[src/rtl/unified_mem_arbiter_pkg.sv]
// Shared definitions for the unified memory arbiter and the IF/MEM stages.
// Contents:
//   - default address/data widths used by the pipeline stages
//   - arbiter FSM state enum
//   - grant decision enum and the fixed-priority pick function
package unified_mem_arbiter_pkg;

    localparam int DEF_ADDR_W         = 32;
    localparam int DEF_DATA_W         = 32;
    localparam int DEF_MAX_DATA_BURST = 4;

    typedef enum logic [2:0] {
        ARB_IDLE,
        ARB_DATA_BUSY,
        ARB_FETCH_BUSY,
        ARB_DATA_RESP,
        ARB_FETCH_RESP
    } arb_state_t;

    typedef enum logic [1:0] {
        GNT_NONE,
        GNT_FETCH,
        GNT_DATA
    } arb_gnt_t;

    // Data normally wins. A fetch that has been passed over too many
    // times (force_if) wins over data so the front end cannot starve.
    function automatic arb_gnt_t arb_pick(input logic force_if,
                                          input logic data_pend,
                                          input logic if_req);
        arb_gnt_t g;
        g = GNT_NONE;
        if (force_if)       g = GNT_FETCH;
        else if (data_pend) g = GNT_DATA;
        else if (if_req)    g = GNT_FETCH;
        return g;
    endfunction

endpackage

[src/rtl/unified_mem_arbiter_burst_counter.sv]
// arb_burst_counter: saturating count of data grants made while a fetch
// was waiting.
// Ports:
//   clk, reset : clock, synchronous active-high reset
//   inc        : count one data grant (ignored once saturated)
//   clr        : clear to zero (wins over inc)
//   at_max     : count has reached MAX
module arb_burst_counter #(
    parameter int MAX = 4
) (
    input  logic clk,
    input  logic reset,
    input  logic inc,
    input  logic clr,
    output logic at_max
);

    localparam int W = (MAX < 1) ? 1 : $clog2(MAX + 1);

    logic [W-1:0] cnt;

    assign at_max = (cnt == W'(MAX));

    always_ff @(posedge clk) begin
        if (reset) begin
            cnt <= '0;
        end else if (clr) begin
            cnt <= '0;
        end else if (inc && !at_max) begin
            cnt <= cnt + W'(1);
        end
    end

endmodule

[src/rtl/unified_mem_arbiter.sv]
// unified_mem_arbiter: shares one single-ported memory between instruction
// fetch (IF) and load/store (MEM). One access is outstanding at a time.
// Ports:
//   clk, reset                 : clock, synchronous active-high reset
//   if_req/if_addr             : fetch request, held until if_ack
//   if_rdata/if_ack            : fetched word, one-cycle ack pulse
//   mem_rd/mem_wr/mem_addr/
//   mem_wdata                  : load/store request, held until mem_ack
//   mem_rdata/mem_ack          : load data, one-cycle ack pulse
//   freeze, stall_mem          : pipeline stalls while an access is pending
//   m_req/m_we/m_addr/m_wdata  : registered memory request, held to m_ready
//   m_rdata/m_ready            : memory read data and completion
module unified_mem_arbiter
    import unified_mem_arbiter_pkg::*;
#(
    parameter int ADDR_W         = DEF_ADDR_W,
    parameter int DATA_W         = DEF_DATA_W,
    parameter int MAX_DATA_BURST = DEF_MAX_DATA_BURST
) (
    input  logic              clk,
    input  logic              reset,
    // fetch side
    input  logic              if_req,
    input  logic [ADDR_W-1:0] if_addr,
    output logic [DATA_W-1:0] if_rdata,
    output logic              if_ack,
    // data side
    input  logic              mem_rd,
    input  logic              mem_wr,
    input  logic [ADDR_W-1:0] mem_addr,
    input  logic [DATA_W-1:0] mem_wdata,
    output logic [DATA_W-1:0] mem_rdata,
    output logic              mem_ack,
    // pipeline control
    output logic              freeze,
    output logic              stall_mem,
    // memory port
    output logic              m_req,
    output logic              m_we,
    output logic [ADDR_W-1:0] m_addr,
    output logic [DATA_W-1:0] m_wdata,
    input  logic [DATA_W-1:0] m_rdata,
    input  logic              m_ready
);

    arb_state_t state;
    arb_gnt_t   gnt;
    logic       data_pend;
    logic       force_if;
    logic       burst_at_max;
    logic       burst_inc;
    logic       burst_clr;

    assign data_pend = mem_rd | mem_wr;
    assign force_if  = if_req & burst_at_max;

    // Grants are only decided in IDLE; requests are ignored elsewhere,
    // which is what keeps a request dropped in its ack cycle from being
    // granted twice.
    always_comb begin
        gnt = GNT_NONE;
        if (state == ARB_IDLE) gnt = arb_pick(force_if, data_pend, if_req);
    end

    // Only data grants that overtake a waiting fetch count toward the limit.
    assign burst_inc = (gnt == GNT_DATA) & if_req;
    assign burst_clr = (gnt == GNT_FETCH) | ((state == ARB_IDLE) & ~if_req);

    arb_burst_counter #(
        .MAX (MAX_DATA_BURST)
    ) u_burst (
        .clk    (clk),
        .reset  (reset),
        .inc    (burst_inc),
        .clr    (burst_clr),
        .at_max (burst_at_max)
    );

    // Stalls are combinational so the pipeline releases in the ack cycle.
    assign freeze    = if_req & ~if_ack;
    assign stall_mem = data_pend & ~mem_ack;

    always_ff @(posedge clk) begin
        if (reset) begin
            state     <= ARB_IDLE;
            m_req     <= 1'b0;
            m_we      <= 1'b0;
            m_addr    <= '0;
            m_wdata   <= '0;
            if_rdata  <= '0;
            mem_rdata <= '0;
            if_ack    <= 1'b0;
            mem_ack   <= 1'b0;
        end else begin
            case (state)
                ARB_IDLE: begin
                    if (gnt == GNT_FETCH) begin
                        m_req  <= 1'b1;
                        m_we   <= 1'b0;
                        m_addr <= if_addr;
                        state  <= ARB_FETCH_BUSY;
                    end else if (gnt == GNT_DATA) begin
                        // rd and wr together is a store; the read is dropped
                        m_req   <= 1'b1;
                        m_we    <= mem_wr;
                        m_addr  <= mem_addr;
                        m_wdata <= mem_wdata;
                        state   <= ARB_DATA_BUSY;
                    end
                end
                ARB_DATA_BUSY: begin
                    if (m_ready) begin
                        m_req   <= 1'b0;
                        mem_ack <= 1'b1;
                        if (!m_we) mem_rdata <= m_rdata;
                        state   <= ARB_DATA_RESP;
                    end
                end
                ARB_FETCH_BUSY: begin
                    if (m_ready) begin
                        m_req    <= 1'b0;
                        if_ack   <= 1'b1;
                        if_rdata <= m_rdata;
                        state    <= ARB_FETCH_RESP;
                    end
                end
                ARB_DATA_RESP: begin
                    mem_ack <= 1'b0;
                    state   <= ARB_IDLE;
                end
                ARB_FETCH_RESP: begin
                    if_ack <= 1'b0;
                    state  <= ARB_IDLE;
                end
                default: begin
                    m_req   <= 1'b0;
                    if_ack  <= 1'b0;
                    mem_ack <= 1'b0;
                    state   <= ARB_IDLE;
                end
            endcase
        end
    end

endmodule

[config.mk]
export PLATFORM = sky130hd
export DESIGN_NAME = unified_mem_arbiter
export DESIGN_NICKNAME = d
export VERILOG_FILES = /design/src/rtl/unified_mem_arbiter_pkg.sv /design/src/rtl/unified_mem_arbiter_burst_counter.sv /design/src/rtl/unified_mem_arbiter.sv
export SDC_FILE = /design/constraint.sdc
export NUM_CORES = 1
export LEC_CHECK = 0
export ABC_AREA = 0
export CAP_MARGIN = 40
export CORE_ASPECT_RATIO = 0.7
export CORE_MARGIN = 1.5
export CORE_UTILIZATION = 41
export DETAILED_ROUTE_END_ITERATION = 8
export MAX_ROUTING_LAYER = met4
export PLACE_DENSITY = 0.9
export SLEW_MARGIN = 20
export SYNTH_ARGS = -nofsm -noshare
export SYNTH_HDL_FRONTEND = slang
export SYNTH_SLANG_ARGS = --single-unit
[constraint.sdc]
create_clock -name clk -period 2.8 [get_ports clk]
set_input_delay 0.56 -clock clk [delete_from_list [all_inputs] [get_ports clk]]
set_output_delay 0.56 -clock clk [all_outputs]
set_load 0.03 [all_outputs]
; ---- Word level (Yosys, flattened, before mapping)
; Index checks and enable logic that the tools add are counted.
[word_totals]
elab_cells = 74
output_inout_bits = 134
regBits = 138
in_bits = 134
[op_classes]
reduce_logical = 17
bitwise_logic = 15
n_addsub = 1
eq_ne = 11
mux = 20
[op_table]
columns = cell, n
row1 = two-way mux 32 bit, 2
row2 = two-way mux 3 bit, 4
row3 = AND reduction 3 bit, 4
row4 = case mux 3 bit (3 select lines), 1
row5 = inverter 1 bit, 8
row6 = AND reduction 2 bit, 4
row7 = two-way mux 1 bit, 7
row8 = == test 3 x 2 -> 1 bit (second input constant), 2
row9 = == test 3 bit (second input constant), 2
row10 = two-way mux 2 bit, 3
row11 = OR reduction 2 bit, 3
row12 = OR reduction 3 bit, 2
row13 = bitwise AND 1 bit, 5
row14 = != test 2 bit (second input constant), 2
row15 = case mux 1 bit (2 select lines), 2
row16 = adder 3 x 1 -> 3 bit (second input constant), 1
row17 = == test 3 x 1 -> 1 bit (second input constant), 1
row18 = logical NOT 3 bit, 1
row19 = != test 3 x 2 -> 1 bit (second input constant), 1
row20 = case mux 1 bit (3 select lines), 1
row21 = == test 2 x 1 -> 1 bit (second input constant), 1
row22 = == test 2 bit (second input constant), 1
row23 = != test 2 x 1 -> 1 bit (second input constant), 1
row24 = OR 1 bit, 2
row25 = 3 further kinds, 3

; ---- Longest topological paths before layout
; Gate-level depths: netlist of the first run.
[depth]
word_depth = 8
mapped_depth = 12
mapped_depth_nobuf = 9

; ---- By module
; From an unflattened synthesis of the first run, not the netlist that was laid out.
[unflattened]
cells_unflattened = 629
area_unflattened_um2 = 6080.8
[by_module_without_submodules]
columns = mod, seq_area_each_um2, instances, area_per_inst_um2, cells_per_inst
row1 = unified_mem_arbiter, 2702.6, 1, 5893.2, 611
row2 = arb_burst_counter, 60.1, 1, 187.7, 18

; ---- Least setup slack after synthesis of the first run
; OpenSTA, ideal clock, no wires.
[synth_timing]
path_type = flip-flop to flip-flop
start = register state[2]
end = register m_wdata[10]
setup_ns = 0.072
required_ns = 2.728
setup_slack_ns = 0.639
arrival_ns = 2.090
stages_incl_launch_ff = 12
period_less_slack_ns = 2.161
path_buffers = 4
cell_sequence = dfxtp_1 -> buf_2 -> or3_1 -> a21oi_1 -> o21ai_0 -> ha_1 -> buf_2 -> inv_1 -> and3_1 -> buf_4 -> buf_8 -> mux2i_1
[synth_via]
elab_chain_len = 5
elab_cells_between_ends = 6
cone_classes = eq/ne (2) / mux (1) / bitwise (1) / reduce/logical (2)
[synth_rtl]
columns = item, line
row1 = "start, declared", unified_mem_arbiter.sv:46  ; arb_state_t state;
row2 = "start signal, assigned", unified_mem_arbiter.sv:85  ; state <= ARB_IDLE;
row3 = "start signal, assigned", unified_mem_arbiter.sv:101  ; state <= ARB_FETCH_BUSY;
row4 = "start signal, assigned", unified_mem_arbiter.sv:108  ; state <= ARB_DATA_BUSY;
row5 = logical NOT 3 bit (*), "unified_mem_arbiter.sv:62, unified_mem_arbiter.sv:95"
row6 = two-way mux 2 bit, unified_mem_arbiter.sv:62  ; if (state == ARB_IDLE) gnt = arb_pick(force_if, data_pend, if_req);
row7 = == test 2 x 1 -> 1 bit, unified_mem_arbiter.sv:97  ; if (gnt == GNT_FETCH) begin
row8 = inverter 1 bit (no source line), n/a
row9 = AND reduction 3 bit (no source line) (*), n/a
row10 = "end signal, assigned", unified_mem_arbiter.sv:107  ; m_wdata <= mem_wdata;
row11 = "end, declared", unified_mem_arbiter.sv:41  ; output logic [DATA_W-1:0] m_wdata,
; Every way passes the cells marked *; elsewhere a longest branch is shown, timed or not.
; A chain may end at the register's enable or synchronous reset.

; ---- Final worst setup path of the first run
[layout_timing]
start = input if_req
end = output freeze
[layout_via]
elab_chain_len = 1
[layout_rtl]
columns = item, line
row1 = "start, declared", unified_mem_arbiter.sv:23  ; input logic if_req,
row2 = bitwise AND 1 bit, unified_mem_arbiter.sv:80  ; assign freeze = if_req & ~if_ack;
row3 = "end, declared", unified_mem_arbiter.sv:35  ; output logic freeze,
; Every way passes these cells.

==> results of run 1 <==
==> worst min-delay path, cell delays in order, from the launching register on <==
cell and delay [ns]:
dfxtp_1 0.31, nand2_1 0.05, a21oi_1 0.05
==> cell usage after synthesis, drive strengths merged <==
cell type / number
a21boi: 1
nand3: 2
a31oi: 1
clkbuf: 21
a211oi: 32
o211ai: 1
ha: 4
o22ai: 1
dfxtp: 138
nor2: 37
buf: 30
inv: 4
mux2: 1
and3: 2
mux2i: 96
o21ai: 6
nor4: 3
a21oi: 40
and2: 1
a2111oi: 1
nor2b: 2
nand4bb: 2
nand2b: 1
o21bai: 1
a31o: 1
nand4: 1
nor3: 2
nand2: 194
or3: 2
nor4bb: 2
==> per-layer routing <==
layer  vias up  part of all wire (%)  global-route usage, %
met5         -                     0                      -
met4         0                  0.72                  5.128
met3         9                   5.2                  5.295
met2       139                    49                  38.90
met1      2478                    45                  28.84
li1       2606                     -                      -
==> report_power, final <==
group | leakage (nW) | switching (mW) | internal [mW]
Combinational | 1.85 | 2.45 | 1.85
Sequential | 1.13 | 0.297 | 2.51
Clock | 0.302 | 0.910 | 1.45
Total | 3.28 | 3.66 | 5.80
==> cell type report <==
class | count | share of cell area [%]
timing repair buffer | 280 | 30.98
sequential | 138 | 30.11
multi-input combinational | 437 | 29.39
clock buffer | 18 | 4.787
tap | 185 | 2.523
clock inverter | 14 | 2.018
inverter | 4 | 0.1909
==> how the worst max path moves through the flow <==
| stage | cells after the start | slack [ns] | to |
|---|---|---|---|
| after CTS | 3 | 0.17 | freeze |
| after global routing | 3 | 0.1 | freeze |
| after detailed placement | 8 | 0.07 | m_addr[8] |
| after global placement | 3 | 0.18 | freeze |
| after floorplan | 11 | 0.64 | m_wdata[10] |
| final | 3 | 0.16 | freeze |
==> sequential cells by signal, indices dropped and copies added, names as in the netlist <==
signal       cells
if_rdata        32
m_addr          32
m_wdata         32
mem_rdata       32
state            3
u_burst.cnt      3
if_ack           1
m_req            1
m_we             1
mem_ack          1
==> cell families (layout without fill, tap and decap cells) <==
kind of cell	after synthesis	count (layout)	synth area share, %
and+or+nand+nor	251	251	17.65
DFF	138	138	48.24
muxes	97	97	16.98
AOI/OAI and AO/OA	85	85	10.88
buffers and inverters	55	316	5.375
adders and majority gates	4	4	0.8740
==> through the flow <==
| step | cell area, um2 | setup WS, ns | utilization [%] | total power, mW |
|---|---|---|---|---|
| finish | 9175 | 0.1566 | 68.47 | 9.464 |
| global route | 9175 | 0.09791 | 68.47 | 9.908 |
| CTS | 9175 | 0.1685 | 68.47 | 9.524 |
| detailed placement | 8551 | 0.06843 | 63.81 | 7.157 |
| global placement | 8551 | 0.1802 | 63.81 | 7.026 |
| floorplan | 5727 | 0.6386 | - | 5.576 |
==> metrics.md, run 1 <==
| Metric | Value |
|---|---|
| Post-synth top area share | `48.24%` |
| Register area | `0.002763 mm2` |
| Synth cell types | `36` |
| Fmax | `0.3783 GHz` |
| Boundary Pins | `268` |
| Commonest cells after routing, fill and taps aside | `clkdlybuf4s50_1, nand2_1, dfxtp_1` |
| Max-slew violation count | `0` |
| Top cell by count, worst path | `clkdlybuf4s50_1` |
| Crit path arrival time | `2.08 ns` |
| Seq/Total Area, Yosys | `48.24%` |
| DR iter-0 viols | `229` |
| H-tree levels | `4` |
| Area delta synth->final | `60.21%` |
| Worst hold stages | `2` |
| Number of global-route vias before repair | `5105` |
| Worst EP required | `2.24 ns` |
| RD Place Congestion | `0.8021` |
| Setup violators final | `0` |
| R2R cell count | `8` |
| Slowest CP cell | `clkdlybuf4s50_1` |
| WL per Instance | `15.61 um` |
| Multi-input gate area | `0.002696 mm2` |
| Fill cell count | `1065` |
| Synthesized area | `0.005727 mm2` |
| Final period util | `94.41%` |
| Placed wire-length estimate | `12.24 mm` |
| Hold_buf cts | `0` |
| CP delay by family, top | `buffers and inverters` |
| Final TNS setup | `0 ns` |
| Initial core utilization | `42.74%` |
| First-pass GRT wire length | `25.66 mm` |
| Most common cell after layout, fill and taps aside | `clkdlybuf4s50_1` |
| DRC | `0` |
| Antenna diodes | `0` |
| Clock-pin transition on the worst setup and hold timing paths | `0.06 ns` |
| Leak pwr | `3.281 nW` |
| Gates resized, CTS repair | `0` |
| Ys Warns | `0` |
| NumNets Final | `1016` |
| Hold worst-path end | `if_rdata[0]` |
| Core area | `0.01340 mm2` |
| CP max FO | `8` |
| Synth top area cells | `dfxtp_1, mux2i_1, nand2_1` |
| Share of cells above drive strength 1 | `8.418%` |
| Crit path buffers/inverters | `2` |
| IR drop worst, VDD | `648.6 uV` |
| Initial antenna violation count | `0` |
| Die ar. | `0.01470 mm2` |
| CP endpoint kind | `output port` |
| Worst-Margin Slew | `0.5710 ns` |
| Non-Filler Instances | `1076` |
| Via count | `5232` |
| Crit Path Class | `primary input to output port` |
| Post-Syn Instances | `630` |
| Unrepaired setup endpoints after global routing | `no` |
| PortBufs | `267` |
| Syn Area/Cell | `9.090 um2` |
| Root Driver | `clkbuf_16` |
| Worst path max stage delay | `0.68 ns` |
| Chip height | `101.9 um` |
| Critical path startpoint category | `primary input` |
| Via-to-Cell Ratio | `4.862` |
| PD cells | `1032 mW/mm2` |
| Clk buf depth | `2` |
| TritonCTS Sinks | `138` |
| DR pass1 iterations | `6` |
| Hold Fails Final Rpt | `0` |
| Worst skew pair latency | `0.41 ns` |
| Hold Worst Slack | `0.4535 ns` |
| Worst r2r src | `state[0]` |
| Postcts setup bufs | `0` |
| Slew HR | `61.94%` |
| Clk_skew | `0.01137 ns` |
| Cell count after placement | `1044` |
| Total GRT Usage | `23.26%` |
| Worst reg2reg endpoint | `m_addr[21]` |
| Tightest Hold Check Type | `flip-flop to flip-flop` |
| Largest net degree at the start of global routing | `66` |
| Post-synthesis register bit count | `138` |
| Outcome | `finished, final reports clean` |
| CP Cell Sequence | `clkdlybuf4s50_1 > nor2b_1 > clkdlybuf4s50_1` |
| Hold Startpoint | `if_rdata[0]` |
| Mapped Nets | `768` |
| Setup slack, reg-to-reg | `0.35 ns` |
| Die Span X | `144.3 um` |
| GRT overflow | `0` |
| Final WL | `16.80 mm` |
| CTS tree | `done` |
| Max-cap violations | `0` |
| Critical path origin | `if_req` |
| Antenna viol nets, final | `0` |
| Num CTS Buffers | `17` |
| Site row count | `35` |
| Synth area leader | `dfxtp_1` |
| Min Clock Period, post-route | `2.643 ns` |
No activity file was read; power rests on OpenSTA's default activity.
==> inputs of run 2 (changes only) <==
MAX_ROUTING_LAYER = unset   (was met4)
SLEW_MARGIN = 25   (was 20)
==> metrics.md, run 2 (same netlist as run 1, synthesis figures left out) <==
| Metric | Value |
|---|---|
| CP Cell Sequence | `clkdlybuf4s50_1 > nor2b_1 > clkdlybuf4s50_1 (unchanged)` |
| TritonCTS Sinks | `138 (unchanged)` |
| Gates resized, CTS repair | `0 (unchanged)` |
| Outcome | `finished, final reports clean (unchanged)` |
| Area delta synth->final | `60.21% (unchanged)` |
| DR iter-0 viols | `218 (was 229)` |
| PD cells | `1031 mW/mm2 (was 1032 mW/mm2)` |
| Num CTS Buffers | `17 (unchanged)` |
| Slowest CP cell | `clkdlybuf4s50_1 (unchanged)` |
| Hold Fails Final Rpt | `0 (unchanged)` |
| WL per Instance | `15.58 um (was 15.61 um)` |
| CP endpoint kind | `output port (unchanged)` |
| Final WL | `16.76 mm (was 16.80 mm)` |
| Via-to-Cell Ratio | `4.854 (was 4.862)` |
| Clock-pin transition on the worst setup and hold timing paths | `0.06 ns (about the same)` |
| IR drop worst, VDD | `648.8 uV (was 648.6 uV)` |
| Total GRT Usage | `22.54% (was 23.26%)` |
| First-pass GRT wire length | `25.71 mm (was 25.66 mm)` |
| Chip height | `101.9 um (unchanged)` |
| Most common cell after layout, fill and taps aside | `clkdlybuf4s50_1 (unchanged)` |
| NumNets Final | `1016 (unchanged)` |
| Die Span X | `144.3 um (unchanged)` |
| Core area | `0.01340 mm2 (unchanged)` |
| Share of cells above drive strength 1 | `8.418% (unchanged)` |
| Worst-Margin Slew | `0.5732 ns (was 0.5710 ns)` |
| Final Util | `68.47% (unchanged)` |
| Largest net degree at the start of global routing | `66 (unchanged)` |
| Crit path buffers/inverters | `2 (unchanged)` |
| Initial core utilization | `42.74% (unchanged)` |
| Unrepaired setup endpoints after global routing | `no (unchanged)` |
| Tightest Hold Check Type | `flip-flop to flip-flop (unchanged)` |
| DRC | `0 (unchanged)` |
| Final TNS setup | `0 ns (unchanged)` |
| H-tree levels | `4 (unchanged)` |
| CP delay by family, top | `buffers and inverters (unchanged)` |
| DR WL met3 | `1.005 mm (was 879 um)` |
| Commonest cells after routing, fill and taps aside | `clkdlybuf4s50_1, nand2_1, dfxtp_1 (unchanged)` |
| Die ar. | `0.01470 mm2 (unchanged)` |
| Root Driver | `clkbuf_16 (unchanged)` |
| Initial antenna violation count | `0 (unchanged)` |
| Setup violators final | `0 (unchanged)` |
| Clk buf depth | `2 (unchanged)` |
| Clk_skew | `0.01079 ns (was 0.01137 ns)` |
| Antenna diodes | `0 (unchanged)` |
| Via count | `5223 (was 5232)` |
| Boundary Pins | `268 (unchanged)` |
| RD Place Congestion | `0.7910 (was 0.8021)` |
| Met1 wire length | `7.330 mm (was 7.506 mm)` |
| Number of global-route vias before repair | `5091 (was 5105)` |
| Worst path max stage delay | `0.68 ns (about the same)` |
| Fmax | `0.3788 GHz (was 0.3783 GHz)` |
| Hold_buf cts | `0 (unchanged)` |
| Max-slew violation count | `0 (unchanged)` |
| PortBufs | `267 (unchanged)` |
| DR pass1 iterations | `4 (was 6)` |
| Postcts setup bufs | `0 (unchanged)` |
| Top routing layer used | `met4 (unchanged)` |
| Hold Worst Slack | `0.4535 ns (about the same)` |
| Crit path arrival time | `2.08 ns (about the same)` |
| Site row count | `35 (unchanged)` |
| Antenna viol nets, final | `0 (unchanged)` |
| Crit Path Class | `primary input to output port (unchanged)` |
| GRT overflow | `0 (unchanged)` |
| Placed wire-length estimate | `12.24 mm (unchanged)` |
| CP max FO | `8 (unchanged)` |
| Top cell by count, worst path | `clkdlybuf4s50_1 (unchanged)` |
| Routed wl met2 | `8.304 mm (was 8.290 mm)` |
| Critical path startpoint category | `primary input (unchanged)` |
| Slew HR | `61.79% (was 61.94%)` |
| Final period util | `94.28% (was 94.41%)` |
| Max-cap violations | `0 (unchanged)` |
| Worst skew pair latency | `0.41 ns (about the same)` |
| Leak pwr | `3.281 nW (unchanged)` |
| Worst EP required | `2.24 ns (about the same)` |
| CTS tree | `done (unchanged)` |
| Min Clock Period, post-route | `2.640 ns (was 2.643 ns)` |
-- run 2: cell counts in the layout (fill, tap and decap cells not counted) --
No cell type changed its count.
-- run 2: cell type report --
cell class / instances / area, um2
Clock inverter: 14 / 185.2
Sequential cell: 138 / 2763
Timing Repair Buffer: 280 / 2843
Inverter: 4 / 17.52
Clock buffer: 18 / 439.2
Tap cell: 185 / 231.5
Fill cell: 1065 / 4225
Multi-Input combinational cell: 437 / 2696
-- run 2: worst register-to-register path, delay by kind of cell (launching register included) --
family / cells / cell delay [ns]
DFF: 1 / 0.46
AOI/OAI and AO/OA: 3 / 0.50
buffers and inverters: 1 / 0.33
adders and majority gates: 1 / 0.30
and+or+nand+nor: 3 / 0.79
-- run 2: routing by layer --
layer  global-route usage [%]  up-vias
met1                    28.00     2475
met3                    6.748        9
li1                         -     2610
met4                    5.128        0
met2                    38.83      129
met5                        0        -
-- run 2: stage by stage --
| stage | power [mW] | cells | worst slack (ns) | area, um2 |
|---|---|---|---|---|
| 2_1_floorplan | 5.576 | 630 | 0.6386 | 5727 |
| 3_3_place_gp | 7.026 | 1044 | 0.1802 | 8551 |
| 3_5_place_dp | 7.157 | 1044 | 0.06843 | 8551 |
| 4_1_cts | 9.524 | 1076 | 0.1685 | 9175 |
| 5_1_grt | 9.911 | 1076 | 0.09791 | 9175 |
| 6_report | 9.461 | 1076 | 0.1601 | 9175 |
-- run 2: path summary, 6_finish.rpt --
path,start,end,slack [ns],cells past startpoint
worst max-delay path,if_req,freeze,0.16,3
worst min-delay path,if_rdata[0],if_rdata[0],0.45,2
worst max register to register,state[0],m_addr[21],0.35,8
worst min register to register,if_rdata[0],if_rdata[0],0.45,2
-- run 2: power by group --
part           switching, mW  internal [mW]  leakage, nW
sequential             0.296           2.51         1.13
combinational           2.45           1.85         1.85
clock                  0.909           1.45        0.302
total                   3.66           5.80         3.28
